### config.mk
export PLATFORM = sky130hd
export DESIGN_NAME = inst_fetch_ctrl
export DESIGN_NICKNAME = d
export VERILOG_FILES = /design/src/rtl/inst_fetch_ctrl.sv
export SDC_FILE = /design/constraint.sdc
export NUM_CORES = 1
export LEC_CHECK = 0
export CORE_MARGIN = 8
export CORE_UTILIZATION = 45
export CTS_BUF_LIST = sky130_fd_sc_hd__clkbuf_4
export DETAILED_ROUTE_END_ITERATION = 8
export DONT_BUFFER_PORTS = 1
export GPL_TIMING_DRIVEN = 0
export PLACE_DENSITY_LB_ADDON = 0.2
export SLEW_MARGIN = 20
export SYNTH_ARGS = -nofsm -noshare
export SYNTH_HDL_FRONTEND = slang
export SYNTH_SLANG_ARGS = --single-unit
### constraint.sdc
create_clock -name clk -period 2.83 [get_ports clk]
set_clock_uncertainty 0.15 [all_clocks]
set_input_delay 0.1415 -clock clk [delete_from_list [all_inputs] [get_ports clk]]
set_output_delay 0.1415 -clock clk [all_outputs]
set_load 0.05 [all_outputs]
### src/rtl/inst_fetch_ctrl.sv
// Instruction fetch sequencer: owns the PC, reads a combinational instruction
// memory and hands {pc, instruction} pairs to decode through a 2-entry FIFO.
module inst_fetch_ctrl #(
  parameter int                ADDR_W    = 6,
  parameter int                DATA_W    = 32,
  parameter logic [ADDR_W-1:0] BOOT_ADDR = '0
) (
  input  logic              clk,
  input  logic              rst_n,
  output logic [ADDR_W-1:0] imem_addr,
  input  logic [DATA_W-1:0] imem_data,
  input  logic              start,
  input  logic              halt_req,
  input  logic              redirect_valid,
  input  logic [ADDR_W-1:0] redirect_addr,
  output logic              inst_valid,
  input  logic              inst_ready,
  output logic [DATA_W-1:0] inst_data,
  output logic [ADDR_W-1:0] inst_pc,
  output logic              busy,
  output logic [1:0]        count
);

  localparam int ENTRY_W = ADDR_W + DATA_W;

  typedef enum logic [1:0] {
    IDLE   = 2'd0,
    RUN    = 2'd1,
    HALTED = 2'd2
  } state_t;

  state_t              state_q, state_d;
  logic [ADDR_W-1:0]   pc_q;
  logic [1:0]          count_q;
  logic                head_q;
  logic [ENTRY_W-1:0]  fifo_q [2];
  logic [ENTRY_W-1:0]  head_entry;
  logic                tail_idx;
  logic                pop;
  logic                enq;

  assign pop = inst_valid & inst_ready;
  assign enq = (state_q == RUN) & ~redirect_valid & ((count_q != 2'd2) | pop);

  // Slot after the last valid entry; when full with a pop this is the slot
  // being vacated by the head.
  assign tail_idx = head_q ^ count_q[0];

  // NOTE: every variable driven here gets a default first so no path leaves
  // it unassigned, which would otherwise infer a latch.
  always_comb begin
    state_d = state_q;
    unique case (state_q)
      // halt_req beats a simultaneous start.
      IDLE:    if (start) state_d = halt_req ? HALTED : RUN;
      RUN:     if (halt_req) state_d = HALTED;
      HALTED:  if (start && !halt_req) state_d = RUN;
      default: state_d = IDLE;
    endcase
  end

  // NOTE: sequential state uses non-blocking assignments so all registers
  // update from the same pre-edge values regardless of statement order.
  always_ff @(posedge clk) begin
    if (!rst_n) begin
      state_q <= IDLE;
      pc_q    <= BOOT_ADDR;
      count_q <= 2'd0;
      head_q  <= 1'b0;
    end else begin
      state_q <= state_d;
      if (redirect_valid) begin
        pc_q    <= redirect_addr;
        count_q <= 2'd0;
        head_q  <= 1'b0;
      end else begin
        if (enq) pc_q <= pc_q + ADDR_W'(1);
        if (pop) head_q <= ~head_q;
        count_q <= count_q + {1'b0, enq} - {1'b0, pop};
      end
    end
  end

  // NOTE: the entry storage has no reset; count gates every read, so stale
  // contents are never visible and the array stays plain flops/RAM.
  always_ff @(posedge clk) begin
    if (enq) fifo_q[tail_idx] <= {pc_q, imem_data};
  end

  assign head_entry = fifo_q[head_q];

  assign imem_addr  = pc_q;
  assign inst_valid = (count_q != 2'd0);
  assign inst_data  = inst_valid ? head_entry[DATA_W-1:0] : '0;
  assign inst_pc    = inst_valid ? head_entry[ENTRY_W-1:DATA_W] : '0;
  assign busy       = (state_q == RUN);
  assign count      = count_q;

endmodule

==> run summary <==
Wire length reported by the detailed router - 7230 µm
I/O Pins - 92
Worst Setup End Kind - register
Result of the run - completed
YS warnings - 0
Clk pin slew, worst setup/hold paths - 0.13 ns
Slew at the pin with the worst max-slew slack - 0.975 ns
Starting Density - 46.0%
Overall track demand over capacity in global routing - 13.0%
Clock Latency Late Sink - 0.41 ns
Most used flip-flop cell after synthesis - edfxtp_1
X dimension of the die - 105 µm
Maximum operating frequency - 0.388 GHz
Area of the multi-input gates - 0.00101 mm²
Fraction of the yosys area taken by sequential cells - 71.3%
Synthesized flop and latch total - 88
GRT Residual Overflow - 0
Leak Pwr - 1.50 nW
Via/cell ratio - 5.22
Portion of the clock cycle consumed by the worst path in the final layout - 91.0%
Die area - 0.0110 mm²
Core footprint - 0.00769 mm²
EDFF count, synth - 76
Main combinational cell family by area after synthesis - multiplexers
Number of antenna-violating nets in the routed design - 0
Post-Synthesis Cells - 243
TritonCTS clock tree - built
Worst endpoint data arrival time - 2.74 ns
Max-capacitance violation count - 0
Portion of netlist area occupied by mux cells - 10.8%
Count of endpoints failing hold in the final timing report - 0
CP Data Required Time - 3.00 ns
Reg area - 0.00252 mm²
Fraction of final layout cells with drive strength greater than 1 - 15.5%
Post-CTS repair timing setup buffer count - 0
Total number of nets in the final design - 359
Number of placement rows - 32
Type of the worst setup path - register to register
Arithmetic-cell share of the synthesized area counting full adders, half adders and majority gates - 1.06%
Xor/xnor share of the synthesized area - 0.990%
# port buffers - 0
Final design instance area without fill - 0.00455 mm²
Unrepaired setup endpoints after global routing - no
Number of endpoints failing setup at the final stage - 0
Final Wtd Congestion - 0.716
DRC violation total after the first TritonRoute iteration - 92
Synthesis-to-finish area growth - 28.5%
Vert. Die Dim - 105 µm
Root buf cell - clkbuf_4
Vias - 2189
Clock Path Buffers - 2
Synthesized area per cell - 14.6 µm²
Ant diodes - 0
Nets in the synthesized netlist - 290
Vias in the first global route - 2271
Class of the tightest hold or removal check - input port to register
Fill cells - 624
1st-pass router iterations - 4
Pin count of the biggest net entering global routing - 26
Launching element type of the critical path - register
Synth Area in Compound Gates - 3.29%
Cells after DPL - 347
Largest fanout on the critical path - 6
Synthesized-area fraction occupied by and/or/nand/nor cells - 10.5%
Netlist Area Pre-Place - 0.00354 mm²
Post-route insts no fill - 419
Number of levels in the clock H-tree - 3
Antenna violations before repair - 0
DRC violations left - 0
Wire length of the first global-routing pass - 11300 µm
Proportion of synthesized flip-flops having asynchronous set or reset - 0%
CTS Buf Count - 9
Instance area after placement - 0.00373 mm²
Crit path time final - 2.57 ns
Power density normalized to cell area - 568 mW/mm²
Slew headroom - 34.8%
Routed wirelength normalized by instance count - 17.3 µm
Number of distinct library cells after synthesis - 37
Max Transition Viols Final - 0
Clock Sinks - 88
Maximum vdd ir drop - 0.256 mV
HPWL after detailed placement - 4750 µm
==> critical path, cell delays in order (launching register included) <==
cell and delay [ns]:
dfxtp_1 0.40, nand2b_1 0.24, clkinvlp_4 0.37, nand3_1 0.45
ha_1 0.31, inv_1 0.05, ha_1 0.15, xnor2_1 0.13
xnor2_1 0.07, and2_1 0.16
==> metrics by stage <==
stage          worst slack (ns)  utilization (%)  TNS, ns  hold slack [ns]  total power [W]
6_report                  0.255             59.1        0            0.223          0.00258
3_3_place_gp             -0.713             47.7   -53.78           0.0692          0.00159
2_1_floorplan            0.0117                -        0           0.0676          0.00158
4_1_cts                 -0.0197             58.7  -0.0503            0.185          0.00260
5_1_grt                  0.0467             59.1        0            0.171          0.00268
3_5_place_dp             0.0152             48.5        0           0.0767          0.00160
==> where the power goes <==
group | total, W | internal, W | switching, W
clock | 0.000938 | 0.000545 | 0.000393
combinational | 0.000169 | 0.0000804 | 0.0000885
sequential | 0.00147 | 0.00143 | 0.0000449
==> worst paths after layout <==
kind | startpoint | to | slack [ns] | cells past startpoint
setup / recovery | state_q[1] | count[1] | 0.26 | 9
setup reg to reg | state_q[1] | count[1] | 0.26 | 9
hold reg to reg | head_q | register | 0.53 | 2
hold / removal | imem_data[22] | fifo_q[1][22] | 0.22 | 1
==> timing repair <==
item,4_1_cts,5_1_grt
hold buffers,55,0
endpoints found under the hold margin,76,0
resized for setup,12,10
endpoints found under the setup margin,36,45
cloned,0,1
==> area by class of cell <==
class,count,area share (%)
Sequential cell,88,55.5
Multi-Input combinational cell,138,22.2
Timing Repair Buffer,57,13.2
Clock inverter,6,2.92
Tap cell,102,2.81
Clock buffer,10,1.65
Buffer,11,1.10
Inverter,7,0.660
==> flip-flops by register name, indices dropped and copies added (netlist names), named ones only <==
register   cells
count          2
state_q        2
imem_addr      6
fifo_q        76
head_q         1
==> cells in the mapped netlist, types with 4 or more instances <==
cell type | number | area share, %
mux2i_1 | 38 | 11
buf_2 | 6 | 0.85
nand3_1 | 5 | 0.71
nor2_1 | 40 | 4.2
and2_1 | 4 | 0.71
clkbuf_1 | 4 | 0.42
edfxtp_1 | 76 | 65
nand2b_1 | 4 | 0.71
xnor2_1 | 4 | 0.99
inv_1 | 7 | 0.74
o21ai_0 | 6 | 0.85
dfxtp_1 | 12 | 6.8
==> cells by family after synthesis <==
logic type / Yosys count
AOI/OAI and AO/OA: 18
xor gates and xnor gates: 4
adders and majority gates: 3
buffers and inverters: 18
DFF: 88
muxes: 38
and+or+nand+nor: 74
==> layer usage <==
layer  vias to the layer above  share of wire (%)  track usage, %
li1                       1036                  -               -
met1                      1061                 41            14.1
met2                        86                 49            21.7
met3                         6                9.0            6.20
met4                         0                1.0            5.10
met5                         -                  0               0
==> layout by cell type, fill, tap and decap left out, types with 2 or more instances in the layout <==
| master | synthesis | final |
|---|---|---|
| a21oi_1 | 2 | 2 |
| a31oi_1 | 3 | 3 |
| and2_1 | 4 | 4 |
| and3_1 | 2 | 2 |
| buf_2 | 6 | 7 |
| bufinv_16 | 0 | 4 |
| clkbuf_1 | 4 | 4 |
| clkbuf_4 | 0 | 10 |
| dfxtp_1 | 12 | 10 |
| dfxtp_2 | 0 | 2 |
| dlygate4sd3_1 | 0 | 55 |
| edfxtp_1 | 76 | 76 |
| ha_1 | 3 | 3 |
| inv_1 | 7 | 6 |
| mux2i_1 | 38 | 38 |
| nand2_1 | 3 | 3 |
| nand2b_1 | 4 | 4 |
| nand3_1 | 5 | 5 |
| nand4b_1 | 2 | 2 |
| nor2_1 | 40 | 21 |
| nor2_2 | 0 | 18 |
| nor2b_1 | 3 | 2 |
| nor3_1 | 2 | 2 |
| o21ai_0 | 6 | 6 |
| xnor2_1 | 4 | 4 |
Power figures use the tool's default switching activity.
